===== config.mk =====
export PLATFORM = sky130hd
export DESIGN_NAME = shift_deser
export DESIGN_NICKNAME = d
export VERILOG_FILES = /design/src/rtl/shift_pkg.sv /design/src/rtl/word_hold.sv /design/src/rtl/shift_deser.sv
export SDC_FILE = /design/constraint.sdc
export NUM_CORES = 1
export LEC_CHECK = 0
export BUFFER_PORTS_ARGS = -buffer_cell sky130_fd_sc_hd__buf_2
export CORE_ASPECT_RATIO = 0.9
export CORE_UTILIZATION = 50
export DETAILED_ROUTE_END_ITERATION = 10
export PLACE_DENSITY = 0.82
export RECOVER_POWER = 50
export SYNTH_ARGS = -nofsm -noshare
export SYNTH_HDL_FRONTEND = slang
export SYNTH_SLANG_ARGS = --single-unit

===== constraint.sdc =====
create_clock -name clk -period 2.75 [get_ports clk]
set_input_delay 0.55 -clock clk [delete_from_list [all_inputs] [get_ports clk]]
set_output_delay 0.55 -clock clk [all_outputs]
set_load 0.02 [all_outputs]

===== src/rtl/shift_pkg.sv =====
// Shared shift-path definitions: FSM states, shift direction encoding and default word width.
package shift_pkg;

  localparam int unsigned SHIFT_W = 6;

  localparam logic DIR_RIGHT = 1'b0;
  localparam logic DIR_LEFT  = 1'b1;

  typedef enum logic [0:0] {
    IDLE  = 1'b0,
    SHIFT = 1'b1
  } state_e;

endpackage : shift_pkg


===== src/rtl/word_hold.sv =====
// Output word register with valid/ready handshake; drops and flags words that arrive while blocked.
module word_hold #(
  parameter int unsigned WIDTH = 6
) (
  input  logic             clk,
  input  logic             rst_n,
  input  logic             load,
  input  logic [WIDTH-1:0] word,
  input  logic             dout_ready,
  input  logic             ovr_clr,
  output logic [WIDTH-1:0] dataout,
  output logic             dout_valid,
  output logic             overrun
);

  logic blocked_c;

  assign blocked_c = dout_valid & ~dout_ready;

  // A completing word may replace one being drained on the same edge.
  always_ff @(posedge clk) begin
    if (!rst_n) begin
      dataout    <= '0;
      dout_valid <= 1'b0;
      overrun    <= 1'b0;
    end else begin
      if (load && !blocked_c) begin
        dataout    <= word;
        dout_valid <= 1'b1;
      end else if (dout_valid && dout_ready) begin
        dout_valid <= 1'b0;
      end

      if (load && blocked_c) begin
        overrun <= 1'b1;
      end else if (ovr_clr) begin
        overrun <= 1'b0;
      end
    end
  end

endmodule : word_hold


===== src/rtl/shift_deser.sv =====
// Serial-to-parallel receiver: collects WIDTH bits MSB- or LSB-first and hands each word to word_hold.
module shift_deser
  import shift_pkg::*;
#(
  parameter int unsigned WIDTH = SHIFT_W
) (
  input  logic             clk,
  input  logic             rst_n,
  input  logic             bit_in,
  input  logic             bit_valid,
  input  logic             direction,
  input  logic             dout_ready,
  input  logic             ovr_clr,
  output logic [WIDTH-1:0] dataout,
  output logic             dout_valid,
  output logic             busy,
  output logic             overrun
);

  localparam int unsigned CNT_W = $clog2(WIDTH);

  state_e           state_q, state_d;
  logic [CNT_W-1:0] cnt_q, cnt_d;
  logic [WIDTH-1:0] sreg_q, sreg_d;
  logic             dir_q, dir_d;
  logic             busy_d;
  logic             dir_eff_c;
  logic [WIDTH-1:0] shifted_c;
  logic             done_c;

  // The first bit of a word uses the live direction; later bits use the latched one.
  always_comb begin
    dir_eff_c = (state_q == IDLE) ? direction : dir_q;
    shifted_c = sreg_q;
    case (dir_eff_c)
      DIR_LEFT:  shifted_c = {sreg_q[WIDTH-2:0], bit_in};
      DIR_RIGHT: shifted_c = {bit_in, sreg_q[WIDTH-1:1]};
      default:   shifted_c = sreg_q;
    endcase
  end

  always_ff @(posedge clk) begin
    if (!rst_n) begin
      state_q <= IDLE;
      cnt_q   <= '0;
      sreg_q  <= '0;
      dir_q   <= DIR_RIGHT;
      busy    <= 1'b0;
    end else begin
      state_q <= state_d;
      cnt_q   <= cnt_d;
      sreg_q  <= sreg_d;
      dir_q   <= dir_d;
      busy    <= busy_d;
    end
  end

  always_comb begin
    state_d = state_q;
    cnt_d   = cnt_q;
    sreg_d  = sreg_q;
    dir_d   = dir_q;
    done_c  = 1'b0;
    case (state_q)
      IDLE: begin
        if (bit_valid) begin
          dir_d   = direction;
          sreg_d  = shifted_c;
          cnt_d   = CNT_W'(1);
          state_d = SHIFT;
        end
      end
      SHIFT: begin
        if (bit_valid) begin
          sreg_d = shifted_c;
          if (cnt_q == CNT_W'(WIDTH - 1)) begin
            cnt_d   = '0;
            state_d = IDLE;
            done_c  = 1'b1;
          end else begin
            cnt_d = cnt_q + CNT_W'(1);
          end
        end
      end
      default: begin
        state_d = IDLE;
        cnt_d   = '0;
      end
    endcase
    busy_d = (state_d == SHIFT);
  end

  word_hold #(
    .WIDTH(WIDTH)
  ) u_word_hold (
    .clk        (clk),
    .rst_n      (rst_n),
    .load       (done_c),
    .word       (shifted_c),
    .dout_ready (dout_ready),
    .ovr_clr    (ovr_clr),
    .dataout    (dataout),
    .dout_valid (dout_valid),
    .overrun    (overrun)
  );

endmodule : shift_deser


After elaboration in Yosys (flattened, before gate mapping) --
Cells that the tools add are included.
Operators by class: $add $sub $neg 1, multiply operators 0, divide/modulo/power cells 0, order comparisons 0, equality and inequality tests 3, shift operators 0, muxes and demuxes 18, bitwise logic cells 4, reductions and logical operators 8
Operators with widths (count):
- $pmux W6 S2 | 1
- $mux W1 | 11
- $mux W3 | 3
- $mux W6 | 1
- $pmux W3 S2 | 1
- $ne A2 B2 Y1 const B | 2
- $reduce_and A2 Y1 | 2
- $reduce_bool A2 Y1 | 2
- $add A3 B1 Y3 const B | 1
- $eq A3 B3 Y1 const B | 1
- $logic_and A1 B1 Y1 | 3
- $not A1 Y1 | 3
- $pmux W1 S2 | 1
- $and A1 B1 Y1 | 1
- $logic_not A1 Y1 | 1
Word-level totals: register bits after elaboration 19, bits in latches 0, memory bits (writable) 0, bits in read-only memories 0, input port bits 7, memories 0

Depth between registers and ports, before layout --
word-level depth 6, mapped depth 5, depth with buffers taken out 3

Hierarchy --
From an unflattened synthesis, not the netlist that was laid out.
Unflattened totals: cells, all modules 83, area, all modules 868.3 µm²
Modules (own cells, without submodules):
- shift_deser | times used 1, cells each 49, area each 539.3 µm²
- word_hold | times used 1, cells each 34, area each 329.1 µm²

Worst setup path before layout --
Ideal clock, no wire load.
path kind input to register, from in dout_ready, to reg u_word_hold.dataout[0], setup time 86 ps, data arrival time 1327 ps, required time 2664 ps, path slack 1338 ps, cell stages on the path 5, buffers on the path 2, cells stage by stage nand2b_1 -> buf_1 -> and3_4 -> buf_6 -> a211oi_1
Between the ends: longest elaborated chain between the ends 4
RTL lines:
- start, declared | RTL line shift_deser.sv:12 | input logic dout_ready,
- $not A1 Y1 | RTL line word_hold.sv:18 | assign blocked_c = dout_valid & ~dout_ready;
- $and A1 B1 Y1 | RTL line word_hold.sv:18
- $logic_not A1 Y1 | RTL line word_hold.sv:27 | if (load && !blocked_c) begin
- $logic_and A1 B1 Y1 | RTL line word_hold.sv:27
- end signal, assigned | RTL line word_hold.sv:28 | dataout <= word;
- end, declared | RTL line word_hold.sv:11 | output logic [WIDTH-1:0] dataout,
No other way between the ends. A chain may end at the register's enable or synchronous reset.

Worst setup path after layout --
from in bit_valid, to reg cnt_q[1]
Between the ends: longest elaborated chain between the ends 2, elaborated cells on any way between the ends 3, those cells by class eq/ne (2); reduce/logical (1)
RTL lines:
- start, declared | RTL line shift_deser.sv:10 | input logic bit_valid,
- $ne A2 B2 Y1 (no source line)
- $reduce_and A2 Y1 (no source line) *
- end signal, assigned | RTL line shift_deser.sv:51 | cnt_q <= cnt_d;
- end, declared | RTL line shift_deser.sv:23 | logic [CNT_W-1:0] cnt_q, cnt_d;
Every way passes the cells marked *; elsewhere a longest branch is shown, timed or not.

==> summary.txt <==
Run status
  – Violations in the final reports: design-rule violations
  – Run status: complete, but fails checks

Synth
  – Post-synth EDFFs: 0
  – Seq/Total Area, Yosys: 0.479
  – Post-synthesis cell count: 81
  – Count of unique library cells instantiated by Yosys: 22
  – Warnings from Yosys: 0
  – Net count of the mapped netlist: 88
  – Most common flop cell mapped by yosys: sky130_fd_sc_hd__dfxtp_1
  – Cell area after technology mapping: 793 µm²
  – Post-synth ARST share: 0
  – Average size of a mapped cell: 9.79 µm²
  – Register bit count reported by yosys: 19

Floorplan
  – Floorplan Core Area: 1460 µm²
  – Die X: 44.0 µm
  – Initial standard-cell utilization of the core: 0.542
  – Die height: 39.8 µm
  – I/O pins: 16
  – DIE AREA: 1750 µm²
  – Total number of placement rows: 13

Worst setup path
  – CP required: 3.00 ns
  – Endpoint class of the critical path: flip-flop
  – Worst r2r src: state_q
  – Largest fanout of any net on the critical path: 17
  – Slack of the worst reg-to-reg path: 1.24 ns
  – Critical Path Start Type: primary input
  – Depth of the worst register-to-register path: 3
  – Kind of critical path: primary input to flip-flop
  – Sequence of cells on the critical path: clkbuf_1 -> and3_1 -> or3b_1 -> a21oi_1
  – Slowest stage cell on the critical path: sky130_fd_sc_hd__and3_1
  – Endpoint of the worst-slack reg-to-reg timing path: cnt_q[1]
  – Arrival time of the worst setup path: 1.97 ns
  – Largest stage delay on the critical path: 0.49 ns

Routing
  – Iteration-0 DRC Markers: 20
  – Wire per inst: 13.3 µm
  – Via-to-Cell Ratio: 5.92
  – Post-detailed-route count of antenna-violating nets: 0
  – Number of vias in the routed layout: 645
  – Post-detailed-routing wire length: 1.45 mm
  – DR pass1 iterations: 9
  – Count of unresolved DRC violations after routing: 1

Timing
  – Total setup violations reported at the end of the flow: 0
  – Unrepaired setup endpoints after global routing: false
  – Final hold violation count: 0
  – Final-layout setup total negative slack: 0 ns
  – Relative slew slack: 0.648
  – Final period utilization: 0.624
  – Worst clock skew: 0.00913 ns
  – Fin crit period: 1.72 ns
  – Measured slew at the worst slew-check pin: 0.528 ns
  – Max-slew violation count: 0
  – Maximum clock rate: 0.582 GHz

Clock tree
  – Clock latency reported for the late side of the worst-skew pair: 0.31 ns
  – Inserted Clock Buffers: 3
  – Clock buffer depth: 2
  – Root buffer selected by CTS: sky130_fd_sc_hd__clkbuf_4
  – # Post-CTS Setup Buffers: 0
  – Num Clock Sinks: 19
  – Reg clk slew, reported paths: 0.11 ns
  – CTS tree: built
  – Number of hold buffers added after cts: 0
  – H-tree lvl count: 1
  – Post-cts gate resize count: 0

Placed design
  – Global placement routability congestion: 0.779
  – Total cell area at the placement stage: 846 µm²
  – Buffers on Ports: 15
  – Estimated wirelength of the detail-placed design: 1.04 mm

Cells and area
  – Number of nets in the layout: 102
  – Share of final-layout standard cells stronger than drive strength 1: 0.128
  – Antenna diode count: 0
  – Final design area excluding fillers: 862 µm²
  – FF/Latch Area: 380 µm²
  – Count of fill cells added during filler insertion: 148
  – Multi-input logic area: 364 µm²
  – Post-route core utilization: 0.589
  – Area growth, synth to finish: 8.68%

Power
  – Power Dens Cells: 557 nW/µm²
  – Largest voltage drop on the vdd net: 0.407 mV
  – Leakage: 0.323 nW
  – Overall Power: 0.480 mW

Job
  – Max-cap viol count: 0

Min path
  – Hold EP: u_word_hold.overrun
  – Class of the tightest hold or removal check: flip-flop to flip-flop
  – Critical hold path startpoint: u_word_hold.overrun
  – Cell depth of the worst hold path: 2

Global route
  – Maximum number of pins on one net before global-route repair: 18
  – Global-route wire length before repair: 2.48 mm
  – Antenna violations before repair: 0
  – Vias in the first global route: 564
  – Total track usage: 0.208
  – GRT overflow: 0
-- per-stage QoR --
| stage | hold slack, ns | cells | worst slack (ns) |
|---|---|---|---|
| finish | 0.487 | 109 | 1.03 |
| detailed placement | 0.470 | 105 | 0.952 |
| CTS | 0.485 | 109 | 1.17 |
| floorplan | 0.463 | 81 | 1.34 |
| global placement | 0.459 | 105 | 0.978 |
| global route | 0.484 | 109 | 0.865 |
-- layout by cell type (no fill, tap or decap), drive strengths merged --
master   n
dfxtp   19
a21oi   12
clkbuf  12
o21ai   11
mux2i    7
a31oi    6
a211oi   6
buf      6
nand2b   2
inv      2
nand3b   2
and3     2
and2b    1
nand4b   1
nand2    1
nor2b    1
or3b     1
nor2     1
clkinv   1
-- critical path: cells and delay by family --
kind / cells / cell delay [ns]
and+or+nand+nor: 2 / 0.88
buffers and inverters: 1 / 0.40
AOI/OAI and AO/OA: 1 / 0.14
-- cell type report --
class | instances | share of cell area
Clock buffer | 3 | 0.0261
Clock inverter | 1 | 0.00581
Inverter | 2 | 0.00871
Multi-Input combinational cell | 54 | 0.422
Sequential cell | 19 | 0.441
Tap cell | 15 | 0.0218
Timing Repair Buffer | 15 | 0.0740
-- report_power, final --
part,switching [mW],internal [mW]
combinational,0.0256,0.0189
sequential,0.00775,0.285
clock,0.0890,0.0544
total,0.122,0.358
-- cells by family (layout without fill, tap and decap cells) --
kind of cell / after synthesis / in the layout / synth area share
compound gates: 35 / 35 / 0.249
mux: 7 / 7 / 0.104
buf+inv: 8 / 21 / 0.0615
flops: 19 / 19 / 0.479
simple gates: 12 / 12 / 0.106
-- Yosys cell counts (2+ instances only) --
master / instances / area [µm²]
sky130_fd_sc_hd__buf_6: 2 / 22.5
sky130_fd_sc_hd__o21ai_0: 11 / 55.1
sky130_fd_sc_hd__clkbuf_1: 2 / 7.51
sky130_fd_sc_hd__a211oi_1: 6 / 45.0
sky130_fd_sc_hd__a21oi_1: 12 / 60.1
sky130_fd_sc_hd__a31oi_1: 6 / 37.5
sky130_fd_sc_hd__inv_1: 2 / 7.51
sky130_fd_sc_hd__mux2i_1: 6 / 60.1
sky130_fd_sc_hd__nand3b_1: 2 / 15.0
sky130_fd_sc_hd__dfxtp_1: 19 / 380
sky130_fd_sc_hd__nand2b_1: 2 / 12.5
-- layer usage --
layer	wire length [µm]	vias to the layer above	share of wire	track usage
met3	95	4	0.066	0.0829
met1	713	295	0.49	0.258
met2	621	20	0.43	0.317
met5	0	-	0	0
met4	19	0	0.013	0.0909
li1	-	326	-	-
-- worst max-delay path by stage --
stage / slack, ns / from / to
after CTS: 1.17 / state_q / busy
after detailed placement: 0.95 / bit_valid / cnt_q[1]
final: 1.03 / bit_valid / cnt_q[1]
after global routing: 0.86 / bit_valid / cnt_q[1]
after floorplan: 1.34 / dout_ready / u_word_hold.dataout[0]
after global placement: 0.98 / bit_valid / cnt_q[1]
-- sequential cells by signal, indices dropped and copies added, names as in the netlist --
signal and flops:
cnt_q 3, dir_q 1, sreg_q 6, state_q 1, u_word_hold.dataout 6, u_word_hold.dout_valid 1
u_word_hold.overrun 1
Power figures use the tool's default switching activity.
